### config.mk
export PLATFORM = sky130hd
export DESIGN_NAME = mem_port_arbiter
export DESIGN_NICKNAME = d
export VERILOG_FILES = /design/src/rtl/riscv_mem_pkg.sv /design/src/rtl/mem_port_arbiter.sv
export SDC_FILE = /design/constraint.sdc
export NUM_CORES = 1
export LEC_CHECK = 0
export ABC_AREA = 1
export BUFFER_PORTS_ARGS = -buffer_cell sky130_fd_sc_hd__buf_2
export CAP_MARGIN = 20
export CORE_ASPECT_RATIO = 0.6
export CORE_UTILIZATION = 41
export CTS_BUF_LIST = sky130_fd_sc_hd__clkbuf_4
export DETAILED_ROUTE_END_ITERATION = 10
export GPL_ROUTABILITY_DRIVEN = 0
export GPL_TIMING_DRIVEN = 0
export PLACE_DENSITY = 0.81
export SKIP_LAST_GASP = 1
export SYNTH_ARGS = -nofsm -noshare
export SYNTH_HDL_FRONTEND = slang
export SYNTH_SLANG_ARGS = --single-unit
### constraint.sdc
create_clock -name clk -period 1.4 [get_ports clk]
set_clock_uncertainty 0.15 [all_clocks]
set_input_delay 0.21 -clock clk [delete_from_list [all_inputs] [get_ports clk]]
set_output_delay 0.21 -clock clk [all_outputs]
set_load 0.02 [all_outputs]
### src/rtl/riscv_mem_pkg.sv
// Shared types and constants for the unified memory port.
// Holds the arbiter state encoding and the default bus widths.
package riscv_mem_pkg;

   localparam int ADDR_W_DEF = 8;
   localparam int DATA_W_DEF = 32;
   localparam int ARB_LAT    = 3;

   typedef enum logic [2:0] {
      IDLE,
      ISSUE_IF,
      ISSUE_DM,
      RESP_IF,
      RESP_DM
   } arb_state_t;

endpackage

### src/rtl/mem_port_arbiter.sv
// Fetch / load-store arbiter for the single-port program/data memory.
// Optional fetch anti-starvation limit: define ARB_FAIRNESS_EN.
module mem_port_arbiter
   import riscv_mem_pkg::*;
#(
   parameter int ADDR_W        = ADDR_W_DEF,
   parameter int DATA_W        = DATA_W_DEF,
   parameter int DM_STREAK_MAX = 4
) (
   input  logic              clk,
   input  logic              rst_n,
   input  logic              if_req,
   input  logic [ADDR_W-1:0] if_addr,
   output logic              if_ack,
   output logic [DATA_W-1:0] if_rdata,
   input  logic              dm_req,
   input  logic              dm_we,
   input  logic [ADDR_W-1:0] dm_addr,
   input  logic [DATA_W-1:0] dm_wdata,
   output logic              dm_ack,
   output logic [DATA_W-1:0] dm_rdata,
   output logic              mem_en,
   output logic              mem_we,
   output logic [ADDR_W-1:0] mem_addr,
   output logic [DATA_W-1:0] mem_wdata,
   input  logic [DATA_W-1:0] mem_rdata
);

   arb_state_t        state;
   arb_state_t        state_nx;
   logic              en_nx;
   logic              we_nx;
   logic [ADDR_W-1:0] addr_nx;
   logic [DATA_W-1:0] wdata_nx;
   logic              dm_win;

`ifdef ARB_FAIRNESS_EN
   localparam int STREAK_W = $clog2(DM_STREAK_MAX + 1);
   localparam logic [STREAK_W-1:0] STREAK_TOP =
      STREAK_W'(DM_STREAK_MAX);

   logic [STREAK_W-1:0] streak;
   logic                if_starved;

   assign if_starved = if_req && (streak == STREAK_TOP);
   assign dm_win     = dm_req && !if_starved;

   // Count data grants that bypass a waiting fetch; any fetch grant clears.
   always_ff @(posedge clk or negedge rst_n) begin
      if (!rst_n) begin
         streak <= '0;
      end else if (state == IDLE) begin
         if (if_req && !dm_win)
            streak <= '0;
         else if (dm_win && if_req && streak != STREAK_TOP)
            streak <= streak + 1'b1;
      end
   end
`else
   assign dm_win = dm_req;

   // Strict data priority: the streak limit has no effect in this build.
   if (DM_STREAK_MAX < 1) begin : g_streak_ignored
   end
`endif

   // State register and registered memory port.
   always_ff @(posedge clk or negedge rst_n) begin
      if (!rst_n) begin
         state     <= IDLE;
         mem_en    <= 1'b0;
         mem_we    <= 1'b0;
         mem_addr  <= '0;
         mem_wdata <= '0;
      end else begin
         state     <= state_nx;
         mem_en    <= en_nx;
         mem_we    <= we_nx;
         mem_addr  <= addr_nx;
         mem_wdata <= wdata_nx;
      end
   end

   // Grant in IDLE, then walk ISSUE -> RESP -> IDLE with no shortcuts.
   always_comb begin
      state_nx = state;
      en_nx    = 1'b0;
      we_nx    = 1'b0;
      addr_nx  = mem_addr;
      wdata_nx = mem_wdata;
      unique case (state)
         IDLE: begin
            if (dm_win) begin
               state_nx = ISSUE_DM;
               en_nx    = 1'b1;
               we_nx    = dm_we;
               addr_nx  = dm_addr;
               wdata_nx = dm_wdata;
            end else if (if_req) begin
               state_nx = ISSUE_IF;
               en_nx    = 1'b1;
               addr_nx  = if_addr;
            end
         end
         ISSUE_IF: state_nx = RESP_IF;
         ISSUE_DM: state_nx = RESP_DM;
         RESP_IF:  state_nx = IDLE;
         RESP_DM:  state_nx = IDLE;
         default:  state_nx = IDLE;
      endcase
   end

   assign if_ack   = (state == RESP_IF);
   assign dm_ack   = (state == RESP_DM);
   assign if_rdata = mem_rdata;
   assign dm_rdata = mem_rdata;

endmodule
* Word level (Yosys, flattened, before mapping) *
Cells that the tools add are included.

word-level totals
  flip-flop bits (word level) = 45
  input port bits = 85
  output and inout bits = 108
  logic and storage cells = 24

cells by class
  equality and inequality tests = 5
  multiplexer cells = 10
  reduce and logical (&&, ||, !) cells = 4

operators with widths
  cell                count
  $mux 8              2
  $pmux 3 s3          1
  $eq 3x2->1 const B  2
  $mux 3              2
  $mux 1              5
  $reduce_and 2->1    2
  $eq 3x1->1 const B  1
  $eq 3x3->1 const B  1
  $logic_not 3->1     1
  $ne 3x3->1 const B  1
  $reduce_bool 2->1   1

* Depth between registers and ports, before layout *
Gate-level depths: netlist of run 1.

  word-level depth = 3
  depth in mapped cells = 6
  gate-level depth less buffers = 5

* Least setup slack after synthesis of run 1 *
OpenSTA, ideal clock, no wires.

  kind = reg2out
  from = reg state[0]
  to = out if_ack
  arrival time = 1.120 ns
  required time = 1.040 ns
  slack = -0.080 ns
  cell stages (with the launch flop) = 4
  path buffers = 1
  cells stage by stage = dfrtp_1 inv_2 buf_1 nor3_1

on the way
  word-level cells in the longest chain between the ends = 1

RTL lines
  item                    RTL line                 RTL
  start, declared         mem_port_arbiter.sv:29   arb_state_t state;
  start signal, assigned  mem_port_arbiter.sv:76   state <= state_nx;
  $eq 3x2->1              mem_port_arbiter.sv:113  assign if_ack = (state == RESP_IF);
  end, declared           mem_port_arbiter.sv:14   output logic if_ack,

No other way between the ends.

* Final worst setup path of run 1 *
Same ends and word-level chain as after synthesis.

==> metrics.txt, run 1 <==
status finished, violations left; failing checks negative setup slack; cell-by-cell trace of the critical path inv_4, buf_6, nor3_4, buf_6; Post-route DRC 0; clock-pin slew on the worst setup and hold paths 0.13 ns; grt ovf 0; Via density 4.548; Cells after Synth 289; non-filler cells, final 580; CTS tree yes; crit-path max FO 10; multi-input combinational cell area 827.0 um2; post-route cell area 0.004003 mm2; vias in the first global route 2255; Post-DRT Antenna Nets 0; Worst Path Required 1.04 ns; cell family with the largest share of critical-path delay flip-flops; critical path arrival 1.22 ns; post-synth top area share 0.4658; num ports 193; Initial Utilization 0.4299; Crit Path Category flip-flop to output pin; commonest cells after routing, fill and taps aside 159 x buf_2, 76 x nand2_1, 72 x buf_4; Leakage 0.002322 uW; Detailed Place HPWL 4863 um; GRT Overall Usage 0.2181; Slew Limit Fails 0; # rows 21; RSZ-0062 raised after global routing true; post-synth top area cell dfrtp_1; Diodes inserted 0; final period utilization 1.127; Fin. Hold Viols 0; Total Routed Length 7651 um; Setup crit end kind output pin; Worst slew margin 0.6564; FF+latch count, synth 45; clk_lat worst skew 0.34 ns; most common cell after layout, fill and taps aside buf_2; setup ws final -0.1773 ns; Filler cells 457; area grow syn2layout 65.58%; Avg Cell Area, Syn 8.364 um2; via count of the routed design 2638; Final Core Density 0.7118; startpoint types flip-flop; HP Class primary input to flip-flop; wire per inst 13.19 um; MaxCap Viol Count 0; synthesized area 0.002417 mm2; minimum clock period 1.577 ns; register area 0.001127 mm2; Die ar. 0.006217 mm2; most frequent CP cell buf_6; clk root buf clkbuf_4; H-Tree Depth 2; layout cells sized above 1 0.5860; First-pass DRT Iterations 4; dpl cell area 0.003318 mm2; Clock Path Buffers 2; Worst path max stage delay 0.42 ns; CP max stage cell dfrtp_1; VDD IR max 1170 uV; Core Area 0.005623 mm2; f_max 634.0 MHz; pwr dens 1780 mW/mm2; NumNets Final 584; Synth Warn # 0; CTS Buf Count 5; I/O Buffers 159; top post-synthesis cells by area dfrtp_1 47%, buf_4 20%, nand2_1 16%, nand4_1 8.3%, buf_2 1.7%; initial drt markers 61; actual slew at the worst max-slew pin 0.5154 ns; largest net degree at the start of global routing 46; final setup violation count 32; syn_nets 374; dpl cells 528; chip height 61.48 um; Seq/Total Area, Yosys 0.4658; clk sinks 45; first-pass GRT wire length 10320 um; die width 101.1 um; CP Buf/Inv Count 3; number of library cell types mapped by synthesis 18; antenna violations before repair 0
synthesized netlist by cell type, drive strengths merged:
cell type,n
nand2,106
nor2,4
clkbuf,2
buf,76
o21ai,2
nand4,32
nand3,10
a21oi,1
dfrtp,45
inv,9
nor3,2
where the power goes:
| part | leakage [uW] | total (uW) | switching [uW] | internal, uW |
|---|---|---|---|---|
| sequential | 0.000560 | 2340 | 434 | 1910 |
| clock | 0.0000354 | 625 | 413 | 212 |
| combinational | 0.00173 | 4160 | 2500 | 1650 |
| total | 0.00232 | 7130 | 3350 | 3780 |
flip-flops by register name, summed over array words and instances, names as in the netlist:
register   cells
mem_wdata     32
mem_addr       8
state          3
mem_en         1
mem_we         1
logic make-up after synthesis:
group                  synth area share
AO/OA/AOI/OAI                  0.006209
buffers and inverters            0.2402
flip-flops                       0.4658
AND/OR/NAND/NOR                  0.2878
layer usage:
| layer | up-vias | routed length [um] | global-route usage | part of all wire |
|---|---|---|---|---|
| li1 | 1288 | - | - | - |
| met3 | 16 | 480 | 0.04994 | 0.063 |
| met5 | - | 0 | 0 | 0 |
| met1 | 1218 | 3205 | 0.2729 | 0.42 |
| met4 | 0 | 151 | 0.05590 | 0.020 |
| met2 | 116 | 3813 | 0.3907 | 0.50 |
layout make-up:
| cell class | count | area share |
|---|---|---|
| timing repair buffer | 203 | 0.3151 |
| sequential | 45 | 0.2817 |
| clock inverter | 2 | 0.002501 |
| multi-input combinational | 157 | 0.2066 |
| inverter | 9 | 0.009065 |
| tap | 80 | 0.02501 |
| clock buffer | 6 | 0.01125 |
| buffer | 78 | 0.1488 |
what timing repair did:
| item | in CTS | in global routing |
|---|---|---|
| gates resized for setup | 12 | 55 |
| hold buffers | 33 | 1 |
| gates cloned | 0 | 3 |
| endpoints found under the hold margin | 78 | 45 |
| endpoints found under the setup margin | 41 | 41 |
| setup buffers | 4 | 2 |
worst register-to-register path: cells and delay by family, from the launching register on:
family,cells,cell delay (ns)
buffers and inverters,3,0.48
DFF,1,0.43
and+or+nand+nor,3,0.28
stage by stage:
| step | hold slack, ns | total power, uW | setup slack, ns | setup TNS, ns |
|---|---|---|---|---|
| 2_1_floorplan | -0.2356 | 4458 | 0.08980 | 0 |
| 3_3_place_gp | 0.2750 | 5520 | -0.1658 | -2.942 |
| 3_5_place_dp | 0.2826 | 5612 | -0.1548 | -3.256 |
| 4_1_cts | -0.1065 | 6472 | -0.1893 | -0.3439 |
| 5_1_grt | 0.01600 | 7618 | -0.2474 | -3.206 |
| 6_report | 0.02845 | 7127 | -0.1773 | -0.9414 |
worst paths after layout:
check	from	to	slack, ns	depth (start not counted)
worst max register to register	state[0]	mem_wdata[16]	-0.05	6
worst min register to register	mem_wdata[19]	mem_wdata[19]	0.33	2
max in group asynchronous	rst_n	state[2]	0.60	3
worst min-delay path	if_addr[0]	mem_addr[0]	0.03	5
min in group asynchronous	rst_n	mem_wdata[11]	0.06	2
worst max-delay path	state[0]	if_ack	-0.18	4
Note: power is estimated with default switching activity, not from simulation.
==> run 2: changes to the inputs <==
--- a/config.mk
+++ b/config.mk
@@ -15,7 +15,6 @@
 export GPL_ROUTABILITY_DRIVEN = 0
 export GPL_TIMING_DRIVEN = 0
 export PLACE_DENSITY = 0.81
-export SKIP_LAST_GASP = 1
 export SYNTH_ARGS = -nofsm -noshare
 export SYNTH_HDL_FRONTEND = slang
 export SYNTH_SLANG_ARGS = --single-unit
==> run 2 against run 1 <==
Net effect: the run still ends with negative setup slack left; first-iteration DRC count increased by 30%; worst hold slack about the same; sequential power about the same; critical path type unchanged; wire length decreased by 0.37%; power increased by 0.63%; flip-flop and latch count unchanged; clock power about the same; core utilization increased by 0.22 points; die area unchanged; non-clock buffer count unchanged; fmax about the same; cell count unchanged.
==> metrics.txt, run 2 (synthesis results as in run 1) <==
H-Tree Depth 2 (unchanged); failing checks negative setup slack (unchanged); Largest regs mem_wdata (32), mem_addr (8), state (3) (unchanged); RSZ-0062 raised after global routing true (unchanged); Via density 4.622 (was 4.548); CTS tree yes (unchanged); Setup crit end kind output pin (unchanged); Reg2Reg Setup Slack -0.04 ns (was -0.05 ns); Total Routed Length 7623 um (was 7651 um); Leakage 0.002322 uW (about the same); I/O Buffers 159 (unchanged); dpl cell area 0.003318 mm2 (unchanged); max FFs per register 32 (unchanged); startpoint types flip-flop (unchanged); status finished, violations left (unchanged); VDD IR max 1181 uV (was 1170 uV); Crit. Startpoint state[0] (unchanged); setup ws final -0.1768 ns (was -0.1773 ns); minimum clock period 1.577 ns (about the same); P_sw 3381 uW (was 3351 uW); vias in the first global route 2255 (unchanged); initial drt markers 79 (was 61); hold endpoint mem_addr[0] (unchanged); Filler cells 456 (was 457); Hold Crit Start if_addr[0] (unchanged); final period utilization 1.126 (was 1.127); f_max 634.2 MHz (was 634.0 MHz); Top reg by flops mem_wdata (unchanged); num ports 193 (unchanged); actual slew at the worst max-slew pin 0.5092 ns (was 0.5154 ns); commonest cells after routing, fill and taps aside 159 x buf_2, 72 x buf_4, 71 x nand2_1 (was 159 x buf_2, 76 x nand2_1, 72 x buf_4); MaxCap Viol Count 0 (unchanged); R2R depth 6 (unchanged); pwr dens 1786 mW/mm2 (was 1780 mW/mm2); Post-route DRC 0 (unchanged); CTS Buf Count 5 (unchanged); register area 0.001127 mm2 (unchanged); Comb pwr share 0.584 (was 0.583); Fin. Hold Viols 0 (unchanged); clk sinks 45 (unchanged); sw frac 0.4715 (was 0.4702); critical path arrival 1.22 ns (about the same); HP Class primary input to flip-flop (unchanged); die width 101.1 um (unchanged); Slew Limit Fails 0 (unchanged); final setup violation count 27 (was 32); first-pass GRT wire length 10320 um (unchanged); chip height 61.48 um (unchanged); largest net degree at the start of global routing 46 (unchanged); Worst Path Required 1.04 ns (about the same); Core Area 0.005623 mm2 (unchanged); Clock Path Buffers 2 (unchanged); Hold Path Depth 5 (unchanged); Diodes inserted 0 (unchanged); reg2reg end mem_wdata[16] (unchanged); GRT Overall Usage 0.2181 (unchanged); Cell Int Power 3790 uW (was 3775 uW); antenna violations before repair 0 (unchanged); Post-DRT Antenna Nets 0 (unchanged); clk_lat worst skew 0.34 ns (about the same); clock-pin slew on the worst setup and hold paths 0.13 ns (about the same); most common cell after layout, fill and taps aside buf_2 (unchanged); # rows 21 (unchanged); Crit Path Category flip-flop to output pin (unchanged); wire per inst 13.14 um (was 13.19 um); NumNets Final 584 (unchanged); First-pass DRT Iterations 4 (unchanged); grt ovf 0 (unchanged); Die ar. 0.006217 mm2 (unchanged); Detailed Place HPWL 4863 um (unchanged); clk root buf clkbuf_4 (unchanged); Initial Utilization 0.4299 (unchanged); Worst slew margin 0.6605 (was 0.6564); post-route cell area 0.004015 mm2 (was 0.004003 mm2); multi-input combinational cell area 839.6 um2 (was 827.0 um2); crit-path max FO 10 (unchanged); worst slack at placement -0.1548 ns (unchanged); Seq pwr share 0.329 (about the same); via count of the routed design 2681 (was 2638); area grow syn2layout 66.10% (was 65.58%); share of total power in the clock network 0.087 (was 0.088); reg-to-reg startpoint state[0] (unchanged); layout cells sized above 1 0.5960 (was 0.5860)
run 2: power groups by stage:
stage	Sequential (uW)	Clock, uW	Combinational (uW)
floorplan	2960	0	1500
global placement	2250	0	3270
detailed placement	2270	0	3350
CTS	2250	638	3580
global route	2430	698	4540
finish	2360	626	4190
run 2: worst max path at each step:
stage / endpoint / slack, ns / cells past startpoint
finish: if_ack / -0.18 / 4
global route: if_ack / -0.25 / 4
CTS: if_ack / -0.19 / 4
detailed placement: if_ack / -0.15 / 4
global placement: if_ack / -0.17 / 4
floorplan: if_ack / 0.09 / 3
run 2: cell type report:
type,count,area share
well taps,80,0.02493
plain buffers,78,0.1483
clock buffers,6,0.01122
flip-flops and latches,45,0.2808
inverters,9,0.009037
clock inverters,2,0.002493
multi-input cells,157,0.2091
repair buffers,203,0.3141
run 2: metrics by stage:
| stage | power [uW] | util | TNS (ns) | std cells | hold WS [ns] |
|---|---|---|---|---|---|
| 2_1_floorplan | 4458 | - | 0 | 289 | -0.2356 |
| 3_3_place_gp | 5520 | 0.5901 | -2.942 | 528 | 0.2750 |
| 3_5_place_dp | 5612 | 0.5901 | -3.256 | 528 | 0.2826 |
| 4_1_cts | 6472 | 0.6684 | -0.3439 | 573 | -0.1065 |
| 5_1_grt | 7661 | 0.7141 | -2.997 | 580 | 0.01637 |
| 6_report | 7171 | 0.7141 | -0.7173 | 580 | 0.02887 |
run 2: layer usage:
layer,up-vias,GRT usage,part of all wire
met3,21,0.04994,0.065
met5,-,0,0
met4,0,0.05590,0.022
met1,1240,0.2729,0.42
li1,1292,-,-
met2,128,0.3907,0.50
run 2: what timing repair did:
| action | CTS | global route |
|---|---|---|
| cloned | 0 | 3 |
| setup endpoints to repair | 41 | 41 |
| hold buffers | 33 | 1 |
| setup buffers | 4 | 2 |
| endpoints found under the hold margin | 78 | 45 |
| gates resized for setup | 12 | 60 |
run 2: critical path, stage by stage, from the launching register on:
cell     delay, ns
dfrtp_1       0.42
inv_4         0.06
buf_6         0.14
nor3_4        0.11
buf_6         0.14
==> run 3: changes to the inputs <==
--- a/config.mk
+++ b/config.mk
@@ -6,15 +6,15 @@
 export NUM_CORES = 1
 export LEC_CHECK = 0
 export ABC_AREA = 1
-export BUFFER_PORTS_ARGS = -buffer_cell sky130_fd_sc_hd__buf_2
 export CAP_MARGIN = 20
-export CORE_ASPECT_RATIO = 0.6
-export CORE_UTILIZATION = 41
+export CORE_AREA = 2 2 74 76
 export CTS_BUF_LIST = sky130_fd_sc_hd__clkbuf_4
 export DETAILED_ROUTE_END_ITERATION = 10
+export DIE_AREA = 0 0 76 78
+export DONT_BUFFER_PORTS = 1
 export GPL_ROUTABILITY_DRIVEN = 0
 export GPL_TIMING_DRIVEN = 0
-export PLACE_DENSITY = 0.81
+export PLACE_DENSITY = 0.6
 export SYNTH_ARGS = -nofsm -noshare
 export SYNTH_HDL_FRONTEND = slang
 export SYNTH_SLANG_ARGS = --single-unit
==> run 3 against run 2 <==
Net effect: the run still ends with negative setup slack left; sequential share of layout area is 3.2 points higher; core utilization is 0.058 points higher; die area is 4.6% lower; flip-flop and latch count stayed put; global-route usage is 0.80 points lower.
==> metrics.txt, run 3 (synthesis results as in run 1) <==
wire per inst 15.72 um (was 13.14 um); via count of the routed design 2174 (was 2681); Via density 4.998 (was 4.622); dpl cells 359 (was 528); setup ws final -0.1455 ns (was -0.1768 ns); Post-DRT Antenna Nets 0 (unchanged); Detailed Place HPWL 4217 um (was 4863 um); Leakage 0.001841 uW (was 0.002322 uW); multi-input combinational cell area 917.1 um2 (was 839.6 um2); minimum clock period 1.545 ns (was 1.577 ns); MaxCap Viol Count 0 (unchanged); worst slack at placement -0.1129 ns (was -0.1548 ns); area grow syn2layout 49.07% (was 66.10%); crit-path max FO 3 (was 10); Total Power 7508 uW (was 7171 uW); Cell Int Power 4068 uW (was 3790 uW); register area 0.001127 mm2 (unchanged); die width 76 um (was 101.1 um); status finished, violations left (unchanged); # rows 26 (was 21); commonest cells after routing, fill and taps aside 70 x buf_4, 70 x nand2_1, 50 x dlygate4sd3_1 (was 159 x buf_2, 72 x buf_4, 71 x nand2_1); Total Routed Length 6838 um (was 7623 um); f_max 647.0 MHz (was 634.2 MHz); Die ar. 0.005928 mm2 (was 0.006217 mm2); Worst path max stage delay 0.43 ns (was 0.42 ns); Seq pwr share 0.425 (was 0.329); Core Area 0.005042 mm2 (was 0.005623 mm2); Clock Path Buffers 2 (unchanged); Worst Path Required 1.04 ns (about the same); clk sinks 45 (unchanged); NumNets Final 449 (was 584); max FFs per register 32 (unchanged); clk root buf clkbuf_4 (unchanged); RSZ-0062 raised after global routing true (unchanged); chip height 78 um (was 61.48 um); first-pass GRT wire length 9811 um (was 10320 um); initial drt markers 78 (was 79); cell family with the largest share of critical-path delay flip-flops (unchanged); H-Tree Depth 2 (unchanged); Worst slew margin 0.6720 (was 0.6605); CP Buf/Inv Count 1 (was 3); grt ovf 0 (unchanged); Largest regs mem_wdata (32), mem_addr (8), state (3) (unchanged); antenna violations before repair 0 (unchanged); Filler cells 409 (was 456); Final Core Density 0.7146 (was 0.7141); pwr dens 2084 mW/mm2 (was 1786 mW/mm2); Comb pwr share 0.444 (was 0.584); VDD IR max 861.2 uV (was 1181 uV); I/O Buffers 0 (was 159); non-filler cells, final 435 (was 580); Initial Utilization 0.4794 (was 0.4299); actual slew at the worst max-slew pin 0.4920 ns (was 0.5092 ns); critical path arrival 1.19 ns (was 1.22 ns); Crit Path Category flip-flop to output pin (unchanged); final period utilization 1.104 (was 1.126); GRT Overall Usage 0.2101 (was 0.2181); CP max stage cell dfrtp_1 (unchanged); clock-pin slew on the worst setup and hold paths 0.14 ns (was 0.13 ns); num ports 193 (unchanged); HP Class primary input to flip-flop (unchanged); CTS Buf Count 5 (unchanged); Diodes inserted 0 (unchanged); failing checks negative setup slack (unchanged); final setup violation count 43 (was 27); cell-by-cell trace of the critical path inv_2, nand2_1, nor2_4 (was inv_4, buf_6, nor3_4, buf_6); First-pass DRT Iterations 4 (unchanged); Slew Limit Fails 0 (unchanged); P_sw 3440 uW (was 3381 uW); startpoint types flip-flop (unchanged); layout cells sized above 1 0.4137 (was 0.5960); vias in the first global route 1977 (was 2255); largest net degree at the start of global routing 46 (unchanged); Post-route DRC 0 (unchanged); share of total power in the clock network 0.131 (was 0.087); Setup crit end kind output pin (unchanged); sw frac 0.4581 (was 0.4715); CTS tree yes (unchanged); Top reg by flops mem_wdata (unchanged); Fin. Hold Viols 0 (unchanged); clk_lat worst skew 0.35 ns (was 0.34 ns)
-- run 3: cell count changes in the layout (fill, tap and decap cells not counted), sizes merged --
cell	delta
buf	-152
bufinv	+2
clkbuf	-2
clkinv	-1
dlygate4sd3	+16
nand3	+2
-- run 3: layout make-up --
class / count / area share
plain buffers: 78 / 0.1691
clock buffers: 5 / 0.01042
clock inverters: 3 / 0.01806
inverters: 9 / 0.01007
multi-input cells: 159 / 0.2545
flip-flops and latches: 45 / 0.3128
well taps: 70 / 0.02431
repair buffers: 66 / 0.2007
-- run 3: power groups by stage --
stage | registers (uW) | logic, uW | clock network, uW
after floorplan | 2960 | 1500 | 0
after global placement | 3090 | 1800 | 0
after detailed placement | 3110 | 1840 | 0
after CTS | 3090 | 2240 | 1000
after global routing | 3260 | 3620 | 1050
final | 3190 | 3330 | 984
-- run 3: final timing paths --
kind,start,end,slack (ns),cells past startpoint
max,state[1],dm_ack,-0.15,3
min,dm_req,mem_wdata[20],0.09,4
max reg2reg,state[1],mem_addr[0],-0.12,7
min reg2reg,state[2],state[2],0.41,1
max in group asynchronous,rst_n,state[2],0.69,2
min in group asynchronous,rst_n,mem_wdata[22],0.18,2
-- run 3: stage by stage --
| stage | TNS (ns) | cell area [um2] | hold slack [ns] |
|---|---|---|---|
| 2_1_floorplan | 0 | 2422 | -0.2356 |
| 3_3_place_gp | -1.510 | 2510 | -0.2347 |
| 3_5_place_dp | -1.919 | 2510 | -0.2344 |
| 4_1_cts | -0.4012 | 3224 | 0.04764 |
| 5_1_grt | -6.413 | 3603 | 0.09761 |
| 6_report | -3.443 | 3603 | 0.08840 |
-- run 3: worst register-to-register path, delay by kind of cell, from the launching register on --
family                 cells  cell delay, ns
and+or+nand+nor            4            0.46
buffers and inverters      3            0.38
DFF                        1            0.43
-- run 3: per-layer routing --
| layer | vias up | track usage | routed length (um) |
|---|---|---|---|
| li1 | 1024 | - | - |
| met1 | 1021 | 0.2430 | 2464 |
| met2 | 119 | 0.3634 | 3638 |
| met3 | 10 | 0.06860 | 623 |
| met4 | 0 | 0.08182 | 113 |
| met5 | - | 0 | 0 |
-- run 3: what timing repair did --
| action | in CTS | in global routing |
|---|---|---|
| pin swaps | 3 | 12 |
| hold buffers | 51 | 0 |
| resized for setup | 12 | 82 |
| setup buffers | 7 | 4 |
| gates cloned | 0 | 6 |
| endpoints found under the setup margin | 41 | 41 |
| endpoints found under the hold margin | 86 | 0 |
